## src/rtl/cdc_fifo_frame_reader.sv

```systemverilog
// Recipient-domain frame reader for the CDC FIFO. It parses the header, forwards
// the payload on a registered valid/ready stream, checks the XOR checksum and counts frames.
module cdc_fifo_frame_reader #(
  parameter int unsigned DataWidth  = 32,
  parameter int unsigned MaxLen     = 256,
  parameter int unsigned CountWidth = 16
) (
  input  logic                  clk,
  input  logic                  rst_n,
  input  logic                  Fifo_Valid,
  input  logic [DataWidth-1:0]  Fifo_Data,
  output logic                  Fifo_Deq,
  output logic                  Out_Valid,
  output logic [DataWidth-1:0]  Out_Data,
  output logic                  Out_Last,
  input  logic                  Out_Ready,
  output logic                  Frame_Ok,
  output logic                  Frame_Err,
  output logic                  Busy,
  output logic [CountWidth-1:0] FrameCount,
  output logic [CountWidth-1:0] ErrCount
);

  localparam int unsigned LenWidth = 16;
  localparam logic [LenWidth-1:0] LenMax = LenWidth'(MaxLen);

  typedef enum logic [1:0] {ST_IDLE, ST_PAYLOAD, ST_CHECK} state_t;

  state_t                r_state;
  logic [LenWidth-1:0]   r_remaining;
  logic [DataWidth-1:0]  r_csum;
  logic                  r_out_valid;
  logic [DataWidth-1:0]  r_out_data;
  logic                  r_out_last;
  logic                  r_frame_ok;
  logic                  r_frame_err;
  logic [CountWidth-1:0] r_frame_cnt;
  logic [CountWidth-1:0] r_err_cnt;

  state_t                w_state_nxt;
  logic [LenWidth-1:0]   w_remaining_nxt;
  logic [DataWidth-1:0]  w_csum_nxt;
  logic                  w_out_valid_nxt;
  logic [DataWidth-1:0]  w_out_data_nxt;
  logic                  w_out_last_nxt;
  logic                  w_frame_ok_nxt;
  logic                  w_frame_err_nxt;
  logic [CountWidth-1:0] w_frame_cnt_nxt;
  logic [CountWidth-1:0] w_err_cnt_nxt;
  logic                  w_deq;
  logic                  w_load;
  logic                  w_frame_inc;
  logic                  w_err_inc;
  logic [LenWidth-1:0]   w_len;

  assign w_len = Fifo_Data[LenWidth-1:0];

  always_ff @(posedge clk) begin
    if (!rst_n) begin
      r_state     <= ST_IDLE;
      r_remaining <= '0;
      r_csum      <= '0;
      r_out_valid <= 1'b0;
      r_out_data  <= '0;
      r_out_last  <= 1'b0;
      r_frame_ok  <= 1'b0;
      r_frame_err <= 1'b0;
      r_frame_cnt <= '0;
      r_err_cnt   <= '0;
    end else begin
      r_state     <= w_state_nxt;
      r_remaining <= w_remaining_nxt;
      r_csum      <= w_csum_nxt;
      r_out_valid <= w_out_valid_nxt;
      r_out_data  <= w_out_data_nxt;
      r_out_last  <= w_out_last_nxt;
      r_frame_ok  <= w_frame_ok_nxt;
      r_frame_err <= w_frame_err_nxt;
      r_frame_cnt <= w_frame_cnt_nxt;
      r_err_cnt   <= w_err_cnt_nxt;
    end
  end

  // Next-state, dequeue decision, output register and saturating counters.
  always_comb begin
    w_state_nxt     = r_state;
    w_remaining_nxt = r_remaining;
    w_csum_nxt      = r_csum;
    w_frame_ok_nxt  = 1'b0;
    w_frame_err_nxt = 1'b0;
    w_deq           = 1'b0;
    w_load          = 1'b0;
    w_frame_inc     = 1'b0;
    w_err_inc       = 1'b0;

    case (r_state)
      ST_IDLE: begin
        if (Fifo_Valid) begin
          w_deq = 1'b1;
          if ((w_len == '0) || (w_len > LenMax)) begin
            w_frame_err_nxt = 1'b1;
            w_err_inc       = 1'b1;
          end else begin
            w_remaining_nxt = w_len;
            w_csum_nxt      = '0;
            w_state_nxt     = ST_PAYLOAD;
          end
        end
      end
      ST_PAYLOAD: begin
        w_deq = Fifo_Valid & (~r_out_valid | Out_Ready);
        if (w_deq) begin
          w_load          = 1'b1;
          w_csum_nxt      = r_csum ^ Fifo_Data;
          w_remaining_nxt = r_remaining - LenWidth'(1);
          if (r_remaining == LenWidth'(1)) w_state_nxt = ST_CHECK;
        end
      end
      ST_CHECK: begin
        if (Fifo_Valid) begin
          w_deq       = 1'b1;
          w_frame_inc = 1'b1;
          w_state_nxt = ST_IDLE;
          if (Fifo_Data == r_csum) begin
            w_frame_ok_nxt = 1'b1;
          end else begin
            w_frame_err_nxt = 1'b1;
            w_err_inc       = 1'b1;
          end
        end
      end
      default: w_state_nxt = ST_IDLE;
    endcase

    // A load in the same cycle as an accept replaces the word for full throughput.
    w_out_valid_nxt = r_out_valid;
    w_out_data_nxt  = r_out_data;
    w_out_last_nxt  = r_out_last;
    if (w_load) begin
      w_out_valid_nxt = 1'b1;
      w_out_data_nxt  = Fifo_Data;
      w_out_last_nxt  = (r_remaining == LenWidth'(1));
    end else if (r_out_valid && Out_Ready) begin
      w_out_valid_nxt = 1'b0;
      w_out_last_nxt  = 1'b0;
    end

    w_frame_cnt_nxt = r_frame_cnt;
    if (w_frame_inc && (r_frame_cnt != '1)) w_frame_cnt_nxt = r_frame_cnt + CountWidth'(1);
    w_err_cnt_nxt = r_err_cnt;
    if (w_err_inc && (r_err_cnt != '1)) w_err_cnt_nxt = r_err_cnt + CountWidth'(1);
  end

  assign Fifo_Deq   = w_deq;
  assign Out_Valid  = r_out_valid;
  assign Out_Data   = r_out_data;
  assign Out_Last   = r_out_last;
  assign Frame_Ok   = r_frame_ok;
  assign Frame_Err  = r_frame_err;
  assign Busy       = (r_state != ST_IDLE);
  assign FrameCount = r_frame_cnt;
  assign ErrCount   = r_err_cnt;

endmodule

```

## config.mk

```make
export PLATFORM = sky130hd
export DESIGN_NAME = cdc_fifo_frame_reader
export DESIGN_NICKNAME = d
export VERILOG_FILES = /design/src/rtl/cdc_fifo_frame_reader.sv
export SDC_FILE = /design/constraint.sdc
export NUM_CORES = 1
export LEC_CHECK = 0
export ABC_AREA = 1
export ABC_CLOCK_PERIOD_IN_PS = 1900
export CAP_MARGIN = 40
export CORE_ASPECT_RATIO = 1.4
export CORE_MARGIN = 8
export CORE_UTILIZATION = 39
export CTS_CLUSTER_DIAMETER = 100
export CTS_CLUSTER_SIZE = 10
export DETAILED_ROUTE_END_ITERATION = 6
export SYNTH_ARGS = -nofsm -noshare
export SYNTH_HDL_FRONTEND = slang
export SYNTH_SLANG_ARGS = --single-unit
export TNS_END_PERCENT = 50
```

## constraint.sdc

```tcl
create_clock -name clk -period 1.9 [get_ports clk]
set_input_delay 0.38 -clock clk [delete_from_list [all_inputs] [get_ports clk]]
set_output_delay 0.38 -clock clk [all_outputs]
set_load 0.1 [all_outputs]
```

==> impl_metrics.tcl, run 1 <==
set metrics [dict create \
    numCtsBuffers 17 \
    p_sw_mw 1.41 \
    num_antenna_cells 0 \
    cp.required_ns 2.23 \
    drt_iter0_drc 454 \
    avgSynthCellArea_um2 6.53 \
    pwr-share-comb_pct 8.8 \
    dr.pass1.iters 5 \
    finalWirelength_um 18400 \
    drv_slew 0 \
    status "finished with violations" \
    period_minus_slack_ns 1.91 \
    sw_frac_of_total_pct 22.6 \
    numPlacedInstances 1274 \
    setup.worst_path.start "Fifo_Data[9]" \
    ant_nets 0 \
    drv_cap 0 \
    synth_cell_type_count 38 \
    async_reset_ff_share_pct 0 \
    clkPwrFrac_pct 51.0 \
    grtUsageTotal_pct 17.4 \
    post-dp-hpwl_um 12400 \
    synth_area_leaders "dfxtp_1 (39%), nand2_1 (13%), inv_1 (7.3%), nor2_1 (7.3%), o21ai_0 (7.2%)" \
    cts.sinks 118 \
    synth.top_cell.area_share_pct 38.8 \
    tightest_slew_ns 0.503 \
    finClkSkew_ns 0.00673 \
    core-area_um2 15400 \
    gp_congestion 0.825 \
    power_density_nw_per_um2 682 \
    drc 0 \
    layout_setup_ws_ns -0.0138 \
    initial_core_util_pct 39.5 \
    overflow 0 \
    htreeDepth 4 \
    ios 106 \
    power_leakage_nw 4.05 \
    slew_headroom_pct 66.5 \
    finalSetupViolations 1 \
    grt_pass1_vias 5982 \
    cts_tree "built" \
    clk-insertion-delay-late_ns 0.42 \
    startpoint_type "input port" \
    hp-class "input port to register" \
    yosysMostFrequentCell "nand2_1" \
    end_kind "register" \
    power_mw 6.23 \
    vias_per_cell 4.91 \
    cts-root-buf "clkbuf_16" \
    dieHeight_um 164 \
    r2r_start "r_state[1]$_SDFFE_PN0P_" \
    intPower_mw 4.82 \
    synth-edff-count 0 \
    yosysWarnings 0 \
    grt_max_degree 67 \
    grt_pass1_wl_um 28200 \
    synthesis.nets 973 \
    worst-setup-path-type "input port to register" \
    areaGrowthSynthToFinish_pct 49.9 \
    rows 54 \
    hold_viol_final 0 \
    antenna_found_initial 0 \
    p_seq_share_pct 40.2 \
    min_from "Out_Ready" \
    synth_common_cells "nand2_1 (204), dfxtp_1 (118), inv_1 (118), nor2_1 (118), o21ai_0 (88)" \
    netlist_instances 933 \
    vias 6520 \
    period_share_pct 101 \
    die_x_um 122 \
    ctsLongestPathBuffers 2 \
    die_area_um2 19900 \
    clk_pin_slew_ns 0.05 \
    ys_seq_area_share_pct 38.8 \
    design_area_um2 9130 \
    peakVddDrop_mv 0.550 \
    synth-main-ff-cell "dfxtp_1" \
    failed_checks "setup timing" \
    syn_area_um2 6090 \
    layout.cells.non_filler 1328 \
    postPlaceCellArea_um2 8040 \
    io_buffers 105 \
    cp.arrival_ns 2.24 \
    drive_above_1_share_pct 24.9 \
    cp_max_fo 8 \
    fmax_mhz 523 \
    synth_top_area_cell "dfxtp_1" \
    wl_per_cell_um 13.9 \
    nNetsFinal 1161 \
    ys_seq_elements 118 \
]
-- power by group through the flow --
stage | combinational, mW | sequential, mW | clock [mW]
2_1_floorplan | 0.199 | 2.61 | 0
3_3_place_gp | 0.515 | 2.55 | 0
3_5_place_dp | 0.517 | 2.55 | 0
4_1_cts | 0.522 | 2.50 | 3.25
5_1_grt | 0.599 | 2.50 | 3.35
6_report | 0.550 | 2.50 | 3.17
-- final cells by class --
class / count / area (um^2)
clock buffer: 27 / 513
clock inverter: 3 / 65.1
fill: 1449 / 6280
inverter: 125 / 479
multi-input combinational: 649 / 3160
sequential: 118 / 2410
tap: 196 / 245
timing repair buffer: 210 / 2250
-- sequential cells by signal (all words and copies together) (netlist names) --
register and flops:
ErrCount 16, FrameCount 16, Frame_Err 1, Frame_Ok 1, Out_Data 32, Out_Last 1
Out_Valid 1, r_csum 32, r_remaining 16, r_state 2
-- timing repair --
item | CTS | global route
gates resized for setup | 10 | 54
hold endpoints to repair | 0 | 0
setup endpoints to repair | 17 | 52
buffers inserted | 0 | 16
pin swaps | 2 | 13
cloned | 0 | 8
hold buffers | 0 | 0
-- logic make-up (layout without fill, tap and decap cells) --
logic type	Yosys count	in the layout	synth area share (%)
simple gates	438	438	30.9
compound gates	192	192	16.0
buf+inv	166	365	11.3
mux	1	1	0.164
fa+ha+maj	4	4	0.822
xor+xnor	14	14	2.01
flops	118	118	38.8
-- stage by stage --
stage | hold slack (ns) | worst slack [ns] | TNS (ns) | utilization, %
floorplan | 0.466 | -0.125 | -0.125 | -
global placement | 0.441 | -0.535 | -21.36 | 52.2
detailed placement | 0.446 | -0.526 | -23.91 | 52.2
CTS | 0.454 | 0.0000892 | 0 | 56.1
global route | 0.345 | -0.0641 | -0.332 | 59.3
finish | 0.319 | -0.0138 | -0.0138 | 59.3
-- metal layers --
metal | part of all wire [%] | global-route usage, % | vias up
li1 | - | - | 3390
met1 | 43 | 20.0 | 2986
met2 | 51 | 30.4 | 121
met3 | 4.4 | 4.64 | 23
met4 | 1.4 | 5.91 | 0
met5 | 0 | 0 | -
-- critical path, cell delays in order --
cell and delay, ns:
clkdlybuf4s50_1 0.45, inv_1 0.12, nand4_1 0.12, nor2_2 0.15
nand4_1 0.20, nand2_4 0.25, buf_12 0.15, clkbuf_16 0.14
o21ai_0 0.08, a21oi_1 0.19
-- final timing paths --
path / depth (start not counted) / slack [ns] / to
hold / removal: 4 / 0.32 / Out_Last$_SDFFE_PN0P_
hold reg to reg: 1 / 0.45 / FrameCount[0]$_SDFFE_PN0P_
setup reg to reg: 9 / 0.03 / r_csum[0]$_SDFFE_PN0P_
setup / recovery: 10 / -0.01 / r_csum[0]$_SDFFE_PN0P_
-- cell usage in the layout (no fill, tap or decap), types with 20 or more instances in the layout --
master	Yosys	final
dfxtp_2	0	30
buf_4	2	131
a21oi_1	77	77
o21ai_1	21	24
buf_12	0	33
nand2_1	204	200
o21ai_0	88	84
clkbuf_16	0	25
nor2_1	118	106
inv_1	118	111
clkdlybuf4s50_1	0	20
nand3_1	60	56
nand4_1	24	24
dfxtp_1	118	84
Power figures use the tool's default switching activity.
==> inputs of run 2 (changes only) <==
--- a/config.mk
+++ b/config.mk
@@ -5,12 +5,11 @@
 export SDC_FILE = /design/constraint.sdc
 export NUM_CORES = 1
 export LEC_CHECK = 0
-export ABC_AREA = 1
 export ABC_CLOCK_PERIOD_IN_PS = 1900
 export CAP_MARGIN = 40
 export CORE_ASPECT_RATIO = 1.4
 export CORE_MARGIN = 8
-export CORE_UTILIZATION = 39
+export CORE_UTILIZATION = 30
 export CTS_CLUSTER_DIAMETER = 100
 export CTS_CLUSTER_SIZE = 10
 export DETAILED_ROUTE_END_ITERATION = 6
==> run 2 against run 1 <==
Compared with the run above:
- flip-flop and latch count did not move
- highest routed layer unchanged
- combinational power down 22%
- fmax decreased by 21%
- synthesized cell count is 25% lower
- sequential share of layout area decreased by 1.4 points
- critical endpoint is now ErrCount[12]$_SDFFE_PN0P_
- the flow still finishes with violations (setup timing)
==> impl_metrics.tcl, run 2 <==
set metrics [dict create \
    period_minus_slack_ns 2.44 \
    cts_tree "built" \
    async_reset_ff_share_pct 0 \
    numCtsBuffers 17 \
    final_common_cell "buf_4" \
    slew_headroom_pct 71.7 \
    netlist_instances 701 \
    top_layer "met4" \
    failed_checks "setup timing" \
    hp-class "input port to register" \
    synth_common_cells "dfxtp_1 (118), nand2_1 (107), a21oi_1 (85)" \
    fmax_mhz 411 \
    finClkSkew_ns 0.0116 \
    vias 5936 \
    dr.pass1.iters 4 \
    vias_per_cell 4.93 \
    synth-edff-count 0 \
    rr_worst_depth 10 \
    layout.cells.non_filler 1203 \
    antenna_found_initial 1 \
    r2r-end "ErrCount[12]$_SDFFE_PN0P_" \
    finalWirelength_um 19200 \
    status "finished with violations" \
    dieHeight_um 177 \
    ys_seq_area_share_pct 42.7 \
    layout_common_cells "buf_4 (162), nand2_1 (106), dfxtp_1 (81), a21oi_1 (75), nor2_1 (63)" \
    startpoint_type "input port" \
    wl_per_cell_um 16.0 \
    dr_wl_met3_um 1080 \
    drt-met1-wl_um 7870 \
    cp_max_fo 6 \
    cp_cell_sequence "buf_8, or4_4, or3_4, a311oi_4, o41ai_4, buf_12, buf_12, or4_1, o211a_1" \
    io_buffers 105 \
    syn_area_um2 5530 \
    crit_slowest_cell "or4_4" \
    grt_max_degree 62 \
    met2WireLength_um 9920 \
    ys_seq_elements 118 \
    max_stage_delay_ns 0.53 \
    grt_pass1_vias 5910 \
    gp_congestion 0.819 \
    synth_cell_type_count 44 \
    nNetsFinal 989 \
    ant_nets 0 \
    post-dp-hpwl_um 13100 \
    synth-main-ff-cell "dfxtp_1" \
    drt_iter0_drc 382 \
    drc 0 \
    rows 58 \
    grt_pass1_wl_um 30600 \
    grt_setup_unrepaired "true" \
    synth.top_cell.area_share_pct 42.7 \
    power_density_nw_per_um2 637 \
    ctsLongestPathBuffers 2 \
    tightest_slew_ns 0.423 \
    min_to "r_remaining[0]$_SDFFE_PN0P_" \
    die_area_um2 23100 \
    initial_core_util_pct 30.7 \
    min_from "Fifo_Data[0]" \
    r2r_start "r_state[1]$_SDFFE_PN0P_" \
    ff2ff_setup_slack_ns -0.32 \
    ios 106 \
    cp.arrival_ns 2.75 \
    power_leakage_nw 3.87 \
    drv_cap 0 \
    end_kind "register" \
    whs_path_depth 4 \
    clk-insertion-delay-late_ns 0.42 \
    finalSetupViolations 67 \
    cpMostUsedCell "buf_12" \
    yosysMostFrequentCell "dfxtp_1" \
    drv_slew 0 \
    worst-setup-path-type "input port to register" \
    grtUsageTotal_pct 17.0 \
    clk_pin_slew_ns 0.05 \
    overflow 0 \
    synth_area_leaders "dfxtp_1 (43%), a21oi_1 (7.7%), nand2_1 (7.3%), xor2_1 (6.7%), o21ai_0 (4.8%)" \
    die_x_um 131 \
    htreeDepth 4 \
    cts-root-buf "clkbuf_16" \
    synth_top_area_cell "dfxtp_1" \
    cp.required_ns 2.21 \
    cts.sinks 118 \
    power_mw 6.21 \
    numPlacedInstances 1147 \
    avgSynthCellArea_um2 7.89 \
    areaGrowthSynthToFinish_pct 76.4 \
    synthesis.nets 741 \
    core-area_um2 18000 \
    peakVddDrop_mv 0.573 \
    yosysWarnings 0 \
    drive_above_1_share_pct 42.1 \
    layout_setup_ws_ns -0.536 \
    hold_viol_final 0 \
    period_share_pct 128 \
]
## run 2: cell types whose count changed after synthesis, sizes merged, moves of 33 or more
cell	before	now
nor2	122	64
nand3	61	18
inv	124	6
nand2	206	107
xor2	4	42
or2	0	33
o21ai	109	53
## run 2: cell families after synthesis
kind of cell | count (synthesis) | share of synthesized area (%)
buffers and inverters | 46 | 3.15
and+or+nand+nor | 308 | 27.3
muxes | 5 | 0.905
AOI/OAI and AO/OA | 173 | 17.6
xor gates and xnor gates | 47 | 7.45
adders and majority gates | 4 | 0.905
DFF | 118 | 42.7
## run 2: where the power goes
group          internal [mW]  leakage, nW  switching [mW]
clock network           2.09        0.298            1.22
registers               2.46        0.974         0.00731
logic                  0.193         2.60           0.238
total                   4.75         3.87            1.46
## run 2: layer usage
metal	vias up	global-route usage [%]
met2	143	29.6
met5	-	0
met1	2799	19.1
met3	24	4.49
li1	2970	-
met4	0	6.48
## run 2: stage by stage
step	hold slack (ns)	setup TNS [ns]	area (um^2)	setup WS (ns)	util, %
CTS	0.344	-16.93	9530	-0.511	53.0
global placement	0.444	-71.46	8470	-1.24	47.0
global route	0.370	-26.87	9750	-0.569	54.2
detailed placement	0.450	-73.34	8470	-1.27	47.0
finish	0.358	-23.85	9750	-0.536	54.2
floorplan	0.423	-17.30	5740	-0.565	-
## run 2: worst max path at each step
stage,from,end,depth (start not counted)
finish,Fifo_Data[0],ErrCount[12]$_SDFFE_PN0P_,9
global route,Fifo_Data[0],ErrCount[12]$_SDFFE_PN0P_,9
CTS,Fifo_Data[0],ErrCount[12]$_SDFFE_PN0P_,9
detailed placement,Fifo_Data[6],ErrCount[0]$_SDFFE_PN0P_,9
global placement,Fifo_Data[6],ErrCount[0]$_SDFFE_PN0P_,9
floorplan,Fifo_Data[4],ErrCount[12]$_SDFFE_PN0P_,7
## run 2: final cells by class
class,count,area (um^2)
multi-input combinational,537,3390
timing repair buffer,269,2980
antenna,1,2.50
clock buffer,23,531
sequential,118,2450
tap,240,300
clock inverter,9,85.1
fill,1645,8250
inverter,6,22.5
## run 2: what timing repair did
item,4_1_cts,5_1_grt
endpoints found under the setup margin,71,77
gates resized for setup,83,61
pin swaps,30,35
hold buffers,0,0
gates cloned,8,1
setup buffers,8,8
## run 2: critical path, delay by kind of cell
kind,cells,cell delay [ns]
buf+inv,3,0.38
simple gates,3,1.42
compound gates,3,0.56
==> inputs of run 3 (changes only) <==
--- a/config.mk
+++ b/config.mk
@@ -13,6 +13,7 @@
 export CTS_CLUSTER_DIAMETER = 100
 export CTS_CLUSTER_SIZE = 10
 export DETAILED_ROUTE_END_ITERATION = 6
+export RECOVER_POWER = 100
 export SYNTH_ARGS = -nofsm -noshare
 export SYNTH_HDL_FRONTEND = slang
 export SYNTH_SLANG_ARGS = --single-unit
==> run 3 against run 2 <==
Compared with the run above:
- the run still ends with setup timing left
- worst hold slack better by 0.0018 ns
- critical path depth is the same
- sequential share of layout area is 2.0 points higher
- sequential power about the same
- flip-flop and latch count did not move
- wire length grew 0.73%
- first-iteration DRC count increased by 8.6%
- utilization decreased by 4.0 points
- via count increased by 0.10%
- non-clock buffer count stayed put
- fmax is essentially flat
- critical path type unchanged
==> impl_metrics.tcl, run 3 (same netlist as run 2, synthesis figures left out) <==
set metrics [dict create \
    grt_max_degree 62 \
    power_leakage_nw 3.69 \
    peakVddDrop_mv 0.576 \
    period_share_pct 128 \
    nNetsFinal 989 \
    ios 106 \
    hp-class "input port to register" \
    numCtsBuffers 17 \
    die_area_um2 23100 \
    cts.sinks 118 \
    status "finished with violations" \
    path_delay_family "simple AND/OR/NAND/NOR gates" \
    fmax_mhz 410 \
    htreeDepth 4 \
    layout_common_cells "buf_4 (116), nand2_1 (106), dfxtp_1 (84), a21oi_1 (75), clkbuf_2 (66)" \
    drt_iter0_drc 415 \
    rows 58 \
    final_common_cell "buf_4" \
    cp.arrival_ns 2.75 \
    initial_core_util_pct 30.7 \
    grt_setup_unrepaired "true" \
    cpMostUsedCell "buf_12" \
    cp_max_fo 6 \
    dr.pass1.iters 7 \
    ant_nets 0 \
    ctsLongestPathBuffers 2 \
    max_stage_delay_ns 0.53 \
    end_kind "register" \
    layout.cells.non_filler 1203 \
    post-dp-hpwl_um 13100 \
    overflow 0 \
    dieHeight_um 177 \
    layout_setup_ws_ns -0.538 \
    grt_pass1_wl_um 30600 \
    cts-root-buf "clkbuf_16" \
    cts_tree "built" \
    drv_slew 0 \
    io_buffers 105 \
    drc 0 \
    die_x_um 131 \
    period_minus_slack_ns 2.44 \
    grt_pass1_vias 5910 \
    finalSetupViolations 67 \
    dp_slack_ns -1.27 \
    crit_buf_inv 3 \
    core-area_um2 18000 \
    cp.required_ns 2.21 \
    wl_per_cell_um 16.1 \
    antenna_found_initial 1 \
    failed_checks "setup timing" \
    crit_slowest_cell "or4_4" \
    grtUsageTotal_pct 17.0 \
    drv_cap 0 \
    fin_util_pct 50.1 \
    worst-setup-path-type "input port to register" \
    slew_headroom_pct 61.6 \
    drive_above_1_share_pct 41.5 \
    clk-insertion-delay-late_ns 0.42 \
    tightest_slew_ns 0.578 \
    finClkSkew_ns 0.00964 \
    vias_per_cell 4.94 \
    finalWirelength_um 19300 \
    clk_pin_slew_ns 0.05 \
    vias 5942 \
    power_density_nw_per_um2 687 \
    startpoint_type "input port" \
    gp_congestion 0.819 \
    numPlacedInstances 1147 \
    areaGrowthSynthToFinish_pct 63.2 \
    hold_viol_final 0 \
    tns_ns -23.85 \
    power_mw 6.20 \
    cp_cell_sequence "buf_8, or4_4, or3_4, a311oi_4, o41ai_4, buf_12, buf_12, or4_1, o211a_1" \
]
## run 3: what timing repair did
action                                 CTS  global route
gates resized for setup                 83            61
hold buffers                             0             0
pin swaps                               30            35
setup endpoints to repair               71            77
gates cloned                             8             1
buffers inserted                         8             8
endpoints found under the hold margin    0             0
## run 3: cell type report
class,count,area [um^2]
tap,240,300
timing repair buffer,269,2270
clock inverter,9,85.1
fill,1754,8970
inverter,6,22.5
clock buffer,23,531
multi-input combinational,537,3370
antenna,1,2.50
sequential,118,2440
## run 3: per-stage QoR
step / hold WS (ns) / instance area, um^2
floorplan: 0.423 / 5740
global placement: 0.444 / 8470
detailed placement: 0.450 / 8470
CTS: 0.344 / 9530
global route: 0.370 / 9020
finish: 0.360 / 9020
## run 3: report_power, final
group          leakage, nW  switching (mW)  internal [mW]
sequential           0.972         0.00642           2.46
combinational         2.42           0.238          0.181
clock                0.298            1.22           2.09
total                 3.69            1.46           4.74
## run 3: tightest hold or removal path: stages
cell and delay (ns):
buf_8 0.08, buf_4 0.13, a221oi_2 0.06, nor2_1 0.09
## run 3: routing by layer
layer	track usage, %	vias up	routed length, um
met5	0	-	0
met4	6.48	0	367
met3	4.49	26	1050
met2	29.6	153	9820
met1	19.1	2794	8110
li1	-	2969	-
## run 3: worst paths after layout
path | depth (start not counted) | start | endpoint | slack [ns]
max | 9 | Fifo_Data[0] | ErrCount[12]$_SDFFE_PN0P_ | -0.54
min | 4 | Fifo_Data[0] | r_remaining[0]$_SDFFE_PN0P_ | 0.36
max reg2reg | 10 | r_state[1]$_SDFFE_PN0P_ | ErrCount[12]$_SDFFE_PN0P_ | -0.32
min reg2reg | 2 | Out_Data[6]$_SDFFE_PN0P_ | Out_Data[6]$_SDFFE_PN0P_ | 0.45
==> variant (settings of run 2) <==
`CountWidth`: 16 -> 20.
--- a/src/rtl/cdc_fifo_frame_reader.sv
+++ b/src/rtl/cdc_fifo_frame_reader.sv
@@ -3,7 +3,7 @@
 module cdc_fifo_frame_reader #(
   parameter int unsigned DataWidth  = 32,
   parameter int unsigned MaxLen     = 256,
-  parameter int unsigned CountWidth = 16
+  parameter int unsigned CountWidth = 20
 ) (
   input  logic                  clk,
   input  logic                  rst_n,
Ports: changed (resized ErrCount and FrameCount); port bits go from 106 to 114. The function was not compared with the original's and may differ.
==> variant against run 2 <==
  * The run still ends with setup timing left
  * Setup slack improved by 180 ps
  * Power shrank 2.4%
  * Routed wire length is 6.2% higher
  * Global-route usage down 0.88 points
  * Sequential cell count grew 8
  * Maximum frequency grew 8.1%
  * Area after synthesis is 8.2% higher
  * Design area increased by 3.7%
  * Critical path type unchanged
==> variant: results (changes against run 2) <==
* Clock share of power at 49.7% (was 53.3%)
* Final setup violation count at 69 (was 67)
* Synth cell types at 51 (was 44)
* Leakage dissipation at 3.959 nW (was 3.869 nW)
* CP Capture Point: ErrCount[8] (was ErrCount[12])
* Clk_skew at 7.491 ps (was 11.59 ps)
* 1st-iter DRT viols at 392 (was 382)
* Synth top cells by count: dfxtp_1, nand2_1, a21oi_1 (unchanged)
* DR vias/cell at 5.085 (was 4.934)
* Final GP Congestion at 0.8337 (was 0.8192)
* Drt first pass iters at 5 (was 4)
* Placed cell areas at 8919 um2 (was 8466 um2)
* Actual slew at the worst max-slew pin at 448.0 ps (was 422.7 ps)
* Final setup margin at -352.3 ps (was -535.6 ps)
* Synth Area in XOR/XNOR at 7.469% (was 7.447%)
* Status: complete, but fails checks (unchanged)
* Arrival @ worst endpoint at 2600 ps (was 2750 ps)
* Share of layout cells above drive strength 1 at 40.26% (was 42.10%)
* Proportion of synthesized area in mux cells at 0.5021% (was 0.9054%)
* Antenna violations before repair at 3 (was 1)
* PortBufs at 113 (was 105)
* Maximum vdd drop at 493.6 uV (was 572.7 uV)
* Mapped Nets at 797 (was 741)
* R2R cell count at 9 (was 10)
* Syn. warnings at 0 (unchanged)
* FF-to-FF Start: r_csum[1] (was r_state[1])
* Seq. pwr at 2.62 mW (was 2.47 mW)
* Post-Synth Adder-Cell Area at 0.8368% (was 0.9054%)
* Critical path origin: Fifo_Data[2] (was Fifo_Data[0])
* Share of the yosys chip area belonging to registers at 42.18% (was 42.73%)
* Synth Area in Compound Gates at 18.45% (was 17.56%)
* Filler instances at 1,814 (was 1,645)
* Gr usage total at 16.09% (was 16.97%)
* Failing checks: setup timing (unchanged)
* DPL Wire Length at 13.68 mm (was 13.14 mm)
* Wire per inst at 16.05 um (was 15.96 um)
* R2r endpoint: ErrCount[3] (was ErrCount[12])
* First-pass GRT wire length at 31.79 mm (was 30.59 mm)
* Area contributors post-synth: dfxtp_1, a21oi_1, xor2_1, nand2_1, o21ai_0 (was dfxtp_1, a21oi_1, nand2_1, xor2_1, o21ai_0)
[variant: changes by cell type after synthesis, moves of 5 or more]
cell,delta
o31ai_1,+9
nor4_1,-6
a21oi_1,+20
nand3_1,+5
a31oi_1,-5
dfxtp_1,+8
xor2_1,+6
nand4_1,+7
[variant: final cells by class]
type                       instances  area, um2  share of cell area [%]
multi-input combinational        578       3548                   35.09
timing repair buffer             270       3027                   29.93
sequential                       126       2639                   26.09
clock buffer                      18      429.2                   4.243
tap                              252      315.3                   3.118
clock inverter                    14      111.4                   1.101
inverter                          10      38.79                  0.3835
antenna                            2      5.005                 0.04949
[variant: per-stage QoR]
stage / power, mW / setup TNS, ps / setup slack (ps) / std cells
2_1_floorplan: 2.841 / -21320 / -596.6 / 757
3_3_place_gp: 3.076 / -73790 / -1144 / 1210
3_5_place_dp: 3.077 / -76480 / -1201 / 1210
4_1_cts: 6.134 / -10760 / -340.8 / 1254
5_1_grt: 6.285 / -21040 / -418.2 / 1270
6_report: 6.057 / -17590 / -352.3 / 1270
[variant: worst min-delay path by stage]
stage	start	endpoint	slack [ps]
after floorplan	r_remaining[8]	r_remaining[8]	450
after global placement	Out_Data[19]	Out_Data[19]	440
after detailed placement	Out_Data[17]	Out_Data[17]	450
after CTS	Fifo_Data[0]	r_remaining[0]	370
after global routing	Out_Ready	Out_Last	380
final	Out_Ready	Out_Last	370
[variant: timing repair]
item | in CTS | in global routing
setup buffers | 7 | 10
resized for setup | 88 | 49
pin swaps | 33 | 21
endpoints found under the setup margin | 74 | 77
cloned | 5 | 6
hold buffers | 0 | 0
[variant: metal layers]
metal	share of wire [%]	track usage (%)	routed length (um)
met1	40	18.08	8197
met2	51	27.55	10410
met3	5.9	4.409	1210
met4	2.7	7.531	559
met5	0.039	0	8
